==> config.mk <==
export PLATFORM = sky130hd
export DESIGN_NAME = psi_seq_ctrl
export DESIGN_NICKNAME = d
export VERILOG_FILES = /design/src/rtl/psi_seq_ctrl.sv
export SDC_FILE = /design/constraint.sdc
export NUM_CORES = 1
export LEC_CHECK = 0
export ABC_AREA = 1
export BUFFER_PORTS_ARGS = -buffer_cell sky130_fd_sc_hd__buf_4
export CORE_MARGIN = 4
export CORE_UTILIZATION = 40
export CTS_BUF_LIST = sky130_fd_sc_hd__clkbuf_8
export CTS_CLUSTER_SIZE = 14
export DETAILED_ROUTE_END_ITERATION = 7
export SLEW_MARGIN = 20
export SYNTH_ARGS = -nofsm -noshare
export SYNTH_HDL_FRONTEND = slang
export SYNTH_SLANG_ARGS = --single-unit
==> constraint.sdc <==
create_clock -name clk -period 2 [get_ports clk]
set_input_delay 0.4 -clock clk [delete_from_list [all_inputs] [get_ports clk]]
set_output_delay 0.4 -clock clk [all_outputs]
set_load 0.1 [all_outputs]
==> src/rtl/psi_seq_ctrl.sv <==
// psi_seq_ctrl: folded private-set-intersection controller, one two-pointer compare per cycle
module psi_seq_ctrl #(
  parameter int W = 4,
  parameter int K = 4,
  parameter int N = 8
) (
  input  logic                   clk,
  input  logic                   rst_n,
  input  logic [W*K-1:0]         in_data,
  input  logic                   in_valid,
  output logic                   in_ready,
  output logic [W*K-1:0]         o,
  output logic [$clog2(K+1)-1:0] o_count,
  output logic                   o_valid,
  input  logic                   o_ready,
  output logic                   busy
);
  localparam int CW = $clog2(K+1);
  localparam int IW = K > 1 ? $clog2(K) : 1;
  localparam int PW = N > 1 ? $clog2(N) : 1;
  localparam logic [CW-1:0] KC = CW'(K);
  localparam logic [PW-1:0] PL = PW'(N-1);
  typedef enum logic [1:0] {LOAD, SCAN, COMMIT, DONE} state_t;
  state_t state;
  logic [K-1:0][W-1:0] r, b, t;
  logic [CW-1:0] cnt, i, j, k;
  logic [PW-1:0] p;
  logic [W-1:0] ri, bj;
  assign ri = r[i[IW-1:0]];
  assign bj = b[j[IW-1:0]];
  assign in_ready = state == LOAD;
  assign o_valid = state == DONE;
  assign busy = state == SCAN || state == COMMIT;
  assign o = r;
  assign o_count = cnt;
  // slots of t above k stay zero, so a committed result is zero-padded
  always_ff @(posedge clk) begin
    if (!rst_n) begin
      state <= LOAD;
      p <= '0;
      r <= '0;
      b <= '0;
      t <= '0;
      cnt <= '0;
      i <= '0;
      j <= '0;
      k <= '0;
    end else begin
      case (state)
        LOAD: if (in_valid) begin
          if (p == '0) begin
            r <= in_data;
            cnt <= KC;
            if (N == 1) state <= DONE;
            else p <= PW'(1);
          end else begin
            b <= in_data;
            t <= '0;
            i <= '0;
            j <= '0;
            k <= '0;
            state <= SCAN;
          end
        end
        SCAN: if (i == cnt || j == KC) state <= COMMIT;
          else if (ri == bj) begin
            t[k[IW-1:0]] <= ri;
            i <= i + 1'b1;
            j <= j + 1'b1;
            k <= k + 1'b1;
          end else if (ri < bj) i <= i + 1'b1;
          else j <= j + 1'b1;
        COMMIT: begin
          r <= t;
          cnt <= k;
          if (p == PL) state <= DONE;
          else begin
            p <= p + 1'b1;
            state <= LOAD;
          end
        end
        DONE: if (o_ready) begin
          p <= '0;
          state <= LOAD;
        end
        default: state <= LOAD;
      endcase
    end
  end
endmodule

Word level (Yosys, flattened, before mapping)
Cells that the tools add are included.
{"block": "totals", "reg_bits": 65, "wordCells": 102, "inputBits": 20}
{"block": "classes", "eq_ne": 17, "n_mux": 42, "n_lt_le_gt_ge": 5, "n_reduce_logical": 15, "bitwise": 1, "add_sub_neg": 4}
{"op": "16-bit two-way mux", "n": 6}
{"op": "16-bit case mux with 2 select lines", "n": 2}
{"op": "3-bit two-way mux", "n": 16}
{"op": "3-bit case mux with 2 select lines", "n": 4}
{"op": "5-bit AND reduction", "n": 4}
{"op": "4-bit binary-select mux with 2-bit select", "n": 2}
{"op": "16-bit bitwise mux", "n": 1}
{"op": "3-bit by 1-bit adder with 3-bit output (second input constant)", "n": 4}
{"op": "4-bit two-way mux", "n": 3}
{"op": "2-bit two-way mux", "n": 5}
{"op": "2-bit by 3-bit < comparator with 1-bit output (second input constant)", "n": 3}
{"op": "3-bit case mux with 3 select lines", "n": 1}
{"op": "4-bit demux with 2-bit select", "n": 1}
{"op": "2-bit by 1-bit != test with 1-bit output (second input constant)", "n": 4}
{"op": "2-bit != test (second input constant)", "n": 4}
{"op": "2-bit case mux with 4 select lines", "n": 1}
{"op": "3-bit == test (second input constant)", "n": 2}
{"op": "3-bit AND reduction", "n": 2}
{"op": "2-bit == test (second input constant)", "n": 2}
{"op": "4-bit == test", "n": 1}
{"op": "4-bit < comparator", "n": 1}
{"op": "4-bit AND reduction", "n": 1}
{"op": "2-bit nonzero test", "n": 2}
{"op": "3-bit == test", "n": 1}
{"op": "10 further kinds", "n": 11}

Depth between registers and ports, before layout
Gate-level depths: netlist of run 1.
{"block": "depth", "depth_word": 8, "mapped_depth": 15, "depth_no_buf": 15}

Worst setup path after synthesis of run 1
No wires, ideal clock.
{"block": "synth_path", "kind": "register -> register", "startpoint": "register r (netlist bit o[4])", "endpoint": "register k[0]", "t_required_ns": 1.868, "setup_time_ns": 0.132, "setup_slack_ns": -0.448, "period_less_slack_ns": 2.448, "n_path_buf": 1, "arrival_ns": 2.316, "path_stages_with_launch": 13, "path_cell_list": "dfxtp_1 > nand2_1 > nand3_1 > nand2_1 > ha_1 > nand2_1 > o21ai_1 > nand2_4 > clkinv_8 > buf_8 > nand2_4 > nand2_2 > a21oi_2"}
{"block": "synth_via", "elab_chain_cells": 5}
{"item": "start: declaration", "line_no": "25", "source": "logic [K-1:0][W-1:0] r, b, t;"}
{"item": "start signal: assignment", "line_no": "52", "source": "r <= in_data;"}
{"item": "start signal: assignment", "line_no": "74", "source": "r <= t;"}
{"item": "4-bit binary-select mux with 2-bit select", "line_no": "29", "source": "assign ri = r[i[IW-1:0]];"}
{"item": "4-bit two-way mux (not written as such)", "line_no": "29"}
{"item": "4-bit == test", "line_no": "66", "source": "else if (ri == bj) begin"}
{"item": "2-bit by 1-bit != test with 1-bit output (no source line)"}
{"item": "5-bit AND reduction (no source line)"}
{"item": "end signal: assignment", "line_no": "70", "source": "k <= k + 1'b1;"}
{"item": "end: declaration", "line_no": "26", "source": "logic [CW-1:0] cnt, i, j, k;"}
No other way between the ends. The select of a mux whose other input is x is not followed.
A chain may end at the register's enable or synchronous reset.

Worst setup path in the final report of run 1
{"block": "layout_path", "startpoint": "register j[0]", "endpoint": "register j[2]"}
{"block": "layout_via", "elab_chain_cells": 6}
{"item": "start: declaration", "line_no": "26"}
{"item": "start signal: assignment", "line_no": "69", "source": "j <= j + 1'b1;"}
{"item": "start signal: assignment", "line_no": "72", "source": "else j <= j + 1'b1;"}
{"item": "branches (longest 6 deep; another with 4-bit < comparator)"}
Several ways; the timed one is not identified. The select of a mux whose other input is x is not followed.

==> impl_metrics.sql, run 1 <==
INSERT INTO impl_metrics (metric_group, metric, value, unit) VALUES
('placement', 'place.gp.congestion', '0.942', ''),
('placement', 'place_ws', '-0.122', 'ns'),
('timing', 'final_slew_violations', '0', ''),
('synth', 'flip_flop_and_latch_count_after_synthesis', '65', ''),
('cts', 'cts_root_buffer', 'sky130_fd_sc_hd__clkbuf_8', ''),
('timing', 'fin_worst_skew', '0.00662', 'ns'),
('cells_and_area', 'antenna_cells', '0', ''),
('critical_path', 'end_kind', 'register', ''),
('placement', 'portBuffers', '41', ''),
('pwr', 'vdd_ir_max', '0.557', 'mV'),
('critical_path', 'worst_setup_path_startpoint', 'j[0]', ''),
('critical_path', 'critical-path-top-cell-by-count', 'sky130_fd_sc_hd__nand2_1', ''),
('die', 'initial_core_utilization', '41.1', '%'),
('critical_path', 'timing.critical_path.required', '2.23', 'ns'),
('cts', 'h-tree-depth', '3', ''),
('synth', 'yosys-top-cells-area', 'sky130_fd_sc_hd__dfxtp_1 (36%), sky130_fd_sc_hd__a21oi_1 (12%), sky130_fd_sc_hd__nand2_1 (7.9%)', ''),
('synth', 'synth_warnings', '0', ''),
('drt', 'routed_wirelength', '10.9', 'mm'),
('timing', 'grt_setup_unrepaired', 'true', ''),
('cts', 'clk_latency', '0.34', 'ns'),
('synth', 'synthesis.instances', '500', ''),
('critical_path', 'cp_slowest_stage_delay', '0.37', 'ns'),
('critical_path', 'regToRegSetupSlack', '0.02', 'ns'),
('placement', 'placedCellCount', '650', ''),
('die', 'die_area', '10500', 'µm²'),
('synth', 'net_count_of_the_mapped_netlist', '538', ''),
('synth', 'synth_top_area_cell', 'sky130_fd_sc_hd__dfxtp_1', ''),
('pwr', 'power_leakage', '1.90', 'nW'),
('cells_and_area', 'design.final.nets', '598', ''),
('cts', 'hold_buffers', '0', ''),
('global_routing', 'grt_usage', '20.8', '%'),
('die', 'num_io_pins', '42', ''),
('job', 'maxCapViolations', '0', ''),
('cells_and_area', 'flow.area_growth_from_synthesis', '31.1', '%'),
('cts', 'cts_bufs_inserted', '9', ''),
('critical_path', 'slowest_cp_cell', 'sky130_fd_sc_hd__dfxtp_4', ''),
('drt', 'detailed_routing_iterations_pass_1', '5', ''),
('drt', 'first_iter_violations', '216', ''),
('timing', 'fmaxAchievable', '506', 'MHz'),
('cells_and_area', 'final_cell_utilization_of_the_core', '53.9', '%'),
('drt', 'detail_route.drc_violations', '0', ''),
('critical_path', 'cp_num_buf_inv', '2', ''),
('cts', 'clkTransAtPathRegs', '0.07', 'ns'),
('cts', 'clock_sink_count', '65', ''),
('critical_path', 'r2r-start', 'j[0]', ''),
('critical_path', 'timing_worst_setup_path_type', 'reg2reg', ''),
('critical_path', 'worst_ep_arrival_time', '2.21', 'ns'),
('timing', 'period_minus_slack', '1.98', 'ns'),
('die', 'fp.dieH', '103', 'µm'),
('hold_path', 'hold_path.class', 'in2reg', ''),
('placement', 'hpwlAfterDp', '7.49', 'mm'),
('timing', 'slew_headroom', '69.9', '%'),
('die', 'fp.dieW', '103', 'µm'),
('timing', 'tightestPinTransition', '0.452', 'ns'),
('drt', 'antenna_violating_nets_post_route', '0', ''),
('cells_and_area', 'layout-drive-gt1-share', '33.5', '%'),
('timing', 'finalSetupViolations', '0', ''),
('synth', 'post_synthesis_average_cell_area', '7.16', 'µm²'),
('cts', 'clockBufferDepth', '2', ''),
('synth', 'synth.cell_area', '3580', 'µm²'),
('critical_path', 'critical_path_peak_fanout', '5', ''),
('drt', 'routed_wire_length_per_instance', '16.1', 'µm'),
('timing', 'final.setup.worst_slack', '0.0224', 'ns'),
('synth', 'synth_cell_types', '35', ''),
('die', 'std_cell_rows', '34', ''),
('global_routing', 'grt_start_max_net_pins', '41', ''),
('drt', 'vias', '3549', ''),
('die', 'coreArea', '8720', 'µm²'),
('critical_path', 'critPathLaunchType', 'register', ''),
('critical_path', 'cp_top_family', 'compound AO/OA/AOI/OAI gates', ''),
('run_status', 'run_status', 'complete, no violations', '');
[cells by family after synthesis]
family,share of synthesized area (%)
flip-flops,36.3
AND/OR/NAND/NOR,27.2
XOR/XNOR,0.978
adder cells (fa/ha/maj),6.29
buffers and inverters,9.43
AO/OA/AOI/OAI,19.7
[worst register-to-register path: cells and delay by family, from the launching register on]
family                     cells  cell delay (ns)
AOI/OAI and AO/OA              5             0.67
DFF                            1             0.37
adders and majority gates      1             0.24
buffers and inverters          2             0.25
and+or+nand+nor                5             0.35
[metrics by stage]
step	hold slack [ns]	power [mW]	instance area (µm²)	TNS [ns]
after global placement	0.451	5.95	4210	-1.86
after floorplan	0.424	4.97	3650	0
after detailed placement	0.456	6.01	4210	-2.02
after global routing	0.331	8.20	4700	-1.54
after CTS	0.330	7.40	4510	0
final	0.344	7.70	4700	0
[area by class of cell]
class | instances | area (µm²)
timing repair inverter | 2 | 17.5
clock buffer | 9 | 124
inverter | 49 | 204
fill | 871 | 4020
tap | 108 | 135
timing repair buffer | 74 | 631
multi-input combinational | 359 | 2140
clock inverter | 7 | 71.3
sequential | 65 | 1370
[flip-flops by register name, summed over array words and instances (netlist names)]
signal,flops
j,3
t,16
k,3
b,16
i,3
o_count,3
o,16
p,3
state,2
[Yosys cell counts, drive strengths merged]
master,number
a21oi,88
nand2,85
dfxtp,65
inv,47
nor2,46
nand3,45
o21ai,36
nand4,20
ha,18
buf,14
clkbuf,13
a211oi,4
or2,4
and2,3
xnor2,3
a31oi,2
clkinv,2
nor3,1
o21a,1
o21bai,1
o22ai,1
xor2,1
[cell usage in the layout, fill, tap and decap left out, drive strengths merged]
master	count
xor2	1
nand2	85
nand4	20
ha	18
bufinv	1
inv	46
clkinvlp	3
nor3	1
and2	3
o21a	1
nand3	45
clkbuf	10
o21bai	1
buf	73
a21oi	88
a211oi	4
o22ai	1
a31oi	2
or2	4
clkinv	8
o21ai	36
xnor2	3
dfxtp	65
nor2	46
[power breakdown]
part / switching, mW / leakage [nW] / internal [mW] / total [mW]
clock: 0.535 / 0.0929 / 0.573 / 1.11
combinational: 3.20 / 1.27 / 1.52 / 4.71
sequential: 0.235 / 0.544 / 1.65 / 1.88
total: 3.97 / 1.90 / 3.74 / 7.70
[routing by layer]
layer / routed length, µm / GRT usage [%] / up-vias
li1: - / - / 1799
met1: 5040 / 28.2 / 1661
met2: 5240 / 33.9 / 83
met3: 522 / 5.14 / 6
met4: 65 / 3.73 / 0
met5: 0 / 0 / -
[timing repair]
action | 4_1_cts | 5_1_grt
resized for setup | 21 | 48
pin swaps | 8 | 20
endpoints found under the setup margin | 25 | 26
buffers inserted | 1 | 3
gates cloned | 2 | 1
[final timing paths]
path | end | cells after the start
max reg2reg | j[2] | 13
min reg2reg | t[15] | 2
max | j[2] | 13
min | b[4] | 3
Note: power is estimated with default switching activity, not from simulation.
==> inputs of run 2 (changes only) <==
--- a/config.mk
+++ b/config.mk
@@ -12,6 +12,7 @@
 export CTS_BUF_LIST = sky130_fd_sc_hd__clkbuf_8
 export CTS_CLUSTER_SIZE = 14
 export DETAILED_ROUTE_END_ITERATION = 7
+export RECOVER_POWER = 50
 export SLEW_MARGIN = 20
 export SYNTH_ARGS = -nofsm -noshare
 export SYNTH_HDL_FRONTEND = slang
==> run 2 against run 1 <==
Effect of this change:
- via count increased by 0.17%
- final area decreased by 1.2%
- total power decreased by 1.2%
- clock power about the same
- sequential share of layout area increased by 0.35 points
- fmax decreased by 0.12%
- flip-flop and latch count unchanged
- critical path type unchanged
- largest cell class unchanged
==> impl_metrics.sql, run 2 (synthesis results as in run 1) <==
INSERT INTO impl_metrics (metric_group, metric, value, unit) VALUES
('run_status', 'run_status', 'complete, no violations', ''),
('hold_path', 'hold_end', 'b[4]', ''),
('global_routing', 'gr-total-overflow', '0', ''),
('drt', 'antenna_violating_nets_post_route', '0', ''),
('cts', 'h-tree-depth', '3', ''),
('cells_and_area', 'commonest_cells_after_routing_fill_and_taps_aside', 'sky130_fd_sc_hd__a21oi_1 (74), sky130_fd_sc_hd__nand2_1 (58), sky130_fd_sc_hd__buf_4 (48), sky130_fd_sc_hd__nor2_1 (45), sky130_fd_sc_hd__dfxtp_1 (45)', ''),
('cells_and_area', 'layout_commonest_cell', 'sky130_fd_sc_hd__a21oi_1', ''),
('job', 'maxCapViolations', '0', ''),
('timing', 'final-hold-violation-count', '0', ''),
('timing', 'grt_setup_unrepaired', 'true', ''),
('pwr', 'vdd_ir_max', '0.536', 'mV'),
('critical_path', 'critPathLaunchType', 'register', ''),
('cts', 'hold_buffers', '0', ''),
('die', 'num_io_pins', '42', ''),
('die', 'std_cell_rows', '34', ''),
('cts', 'cts_root_buffer', 'sky130_fd_sc_hd__clkbuf_8', ''),
('die', 'die_area', '10500', 'µm²'),
('global_routing', 'grt_usage', '20.8', '%'),
('cts', 'cts_bufs_inserted', '9', ''),
('critical_path', 'r2r_end', 't[11]', ''),
('timing', 'slew_headroom', '63.8', '%'),
('cells_and_area', 'design.final.nets', '598', ''),
('timing', 'finalSetupViolations', '0', ''),
('placement', 'placedCellCount', '650', ''),
('critical_path', 'critical_path_peak_fanout', '7', ''),
('critical_path', 'end_kind', 'register', ''),
('timing', 'fmaxAchievable', '505', 'MHz'),
('drt', 'first_iter_violations', '232', ''),
('pwr', 'power_leakage', '1.89', 'nW'),
('critical_path', 'ff2ff_path_depth', '12', ''),
('timing', 'tightestPinTransition', '0.546', 'ns'),
('timing', 'fin_setup_tns', '0', 'ns'),
('global_routing', 'grt_pass1_wl', '17.0', 'mm'),
('die', 'fp.dieW', '103', 'µm'),
('global_routing', 'grt_start_max_net_pins', '41', ''),
('cts', 'clock_sink_count', '65', ''),
('timing', 'final_slew_violations', '0', ''),
('placement', 'hpwlAfterDp', '7.49', 'mm'),
('hold_path', 'hold_path.class', 'in2reg', ''),
('cells_and_area', 'layout-drive-gt1-share', '32.9', '%'),
('drt', 'detailed_routing_iterations_pass_1', '5', ''),
('drt', 'vias', '3555', ''),
('cts', 'clockBufferDepth', '2', ''),
('critical_path', 'regToRegSetupSlack', '0.02', 'ns'),
('timing', 'period_minus_slack', '1.98', 'ns'),
('critical_path', 'r2r-start', 'j[0]', ''),
('pwr', 'fin_total_pwr', '7.61', 'mW'),
('placement', 'place.gp.congestion', '0.942', ''),
('timing', 'fin_worst_skew', '0.00598', 'ns'),
('hold_path', 'holdPathStages', '3', ''),
('critical_path', 'timing.critical_path.required', '2.24', 'ns'),
('drt', 'routed_wirelength', '10.8', 'mm'),
('hold_path', 'holdCritStartpoint', 'in_data[4]', ''),
('global_routing', 'grt_pass1_vias', '3360', ''),
('placement', 'portBuffers', '41', ''),
('drt', 'detail_route.drc_violations', '0', ''),
('cts', 'clkTransAtPathRegs', '0.08', 'ns'),
('cells_and_area', 'layoutNonFillerInstCount', '673', ''),
('cts', 'tritoncts_clock_tree', 'done', ''),
('critical_path', 'timing_worst_setup_path_type', 'reg2reg', ''),
('die', 'fp.dieH', '103', 'µm'),
('pwr', 'power-per-cell-area', '1640', 'nW/µm²'),
('drt', 'routed_wire_length_per_instance', '16.0', 'µm'),
('global_routing', 'grt_antenna_before_repair', '0', ''),
('cells_and_area', 'antenna_cells', '0', ''),
('die', 'initial_core_utilization', '41.1', '%'),
('critical_path', 'worst_ep_arrival_time', '2.22', 'ns'),
('die', 'coreArea', '8720', 'µm²'),
('cts', 'clk_latency', '0.35', 'ns'),
('timing', 'final_period_utilization', '99.0', '%'),
('timing', 'fin_worst_hold_slack', '0.338', 'ns'),
('cells_and_area', 'flow.area_growth_from_synthesis', '29.6', '%'),
('drt', 'viasPerCell', '5.28', '');
[run 2: cell types whose count changed in the layout (fill, tap and decap cells not counted), sizes merged]
cell	change
buf	-20
clkbuf	+20
[run 2: final cells by class]
cell class | instances | area (µm²)
inverter | 49 | 204
timing repair inverter | 2 | 17.5
clock inverter | 7 | 71.3
multi-input combinational | 359 | 2140
fill | 887 | 4080
clock buffer | 9 | 124
tap | 108 | 135
sequential | 65 | 1370
timing repair buffer | 74 | 581
[run 2: critical path: stages (launching register included)]
cell and delay [ns]:
sky130_fd_sc_hd__dfxtp_4 0.38, sky130_fd_sc_hd__buf_12 0.12, sky130_fd_sc_hd__inv_2 0.05, sky130_fd_sc_hd__nor2_1 0.15, sky130_fd_sc_hd__o22ai_2 0.12, sky130_fd_sc_hd__ha_1 0.29, sky130_fd_sc_hd__nand2_2 0.07, sky130_fd_sc_hd__o21ai_4 0.18
sky130_fd_sc_hd__nand2_4 0.13, sky130_fd_sc_hd__clkinv_8 0.10, sky130_fd_sc_hd__nand3_4 0.12, sky130_fd_sc_hd__nand2_1 0.10, sky130_fd_sc_hd__a21oi_1 0.06
[run 2: metal layers]
| layer | global-route usage, % | wire (µm) | share of wire [%] | vias to the layer above |
|---|---|---|---|---|
| met2 | 33.9 | 5230 | 48 | 72 |
| met5 | 0 | 0 | 0 | - |
| met3 | 5.14 | 567 | 5.3 | 11 |
| li1 | - | - | - | 1806 |
| met4 | 3.73 | 111 | 1.0 | 0 |
| met1 | 28.2 | 4880 | 45 | 1666 |
[run 2: how the worst max path moves through the flow]
| stage | from | endpoint | slack [ns] | depth (start not counted) |
|---|---|---|---|---|
| floorplan | i[0] | j[2] | 0.004 | 15 |
| CTS | i[1] | k[1] | 0.0004 | 11 |
| global placement | i[0] | j[2] | -0.13 | 15 |
| finish | j[0] | t[11] | 0.02 | 12 |
| detailed placement | i[0] | t[13] | -0.12 | 12 |
| global route | j[0] | j[2] | -0.12 | 13 |
[run 2: what timing repair did]
item                                   4_1_cts  5_1_grt
endpoints found under the hold margin        0        0
buffers inserted                             1        3
gates cloned                                 2        1
resized for setup                           21       48
setup endpoints to repair                   25       26
pin swaps                                    8       20
[run 2: report_power, final]
group	internal [mW]	switching, mW	total [mW]
Combinational	1.43	3.18	4.62
Sequential	1.65	0.230	1.88
Clock	0.573	0.545	1.12
[run 2: stage by stage]
stage          util, %  worst slack, ns  cell area (µm²)
6_report          53.2           0.0201             4640
5_1_grt           53.2           -0.118             4640
4_1_cts           51.8         0.000428             4510
3_5_place_dp      48.3           -0.122             4210
3_3_place_gp      48.3           -0.132             4210
2_1_floorplan        -          0.00443             3650
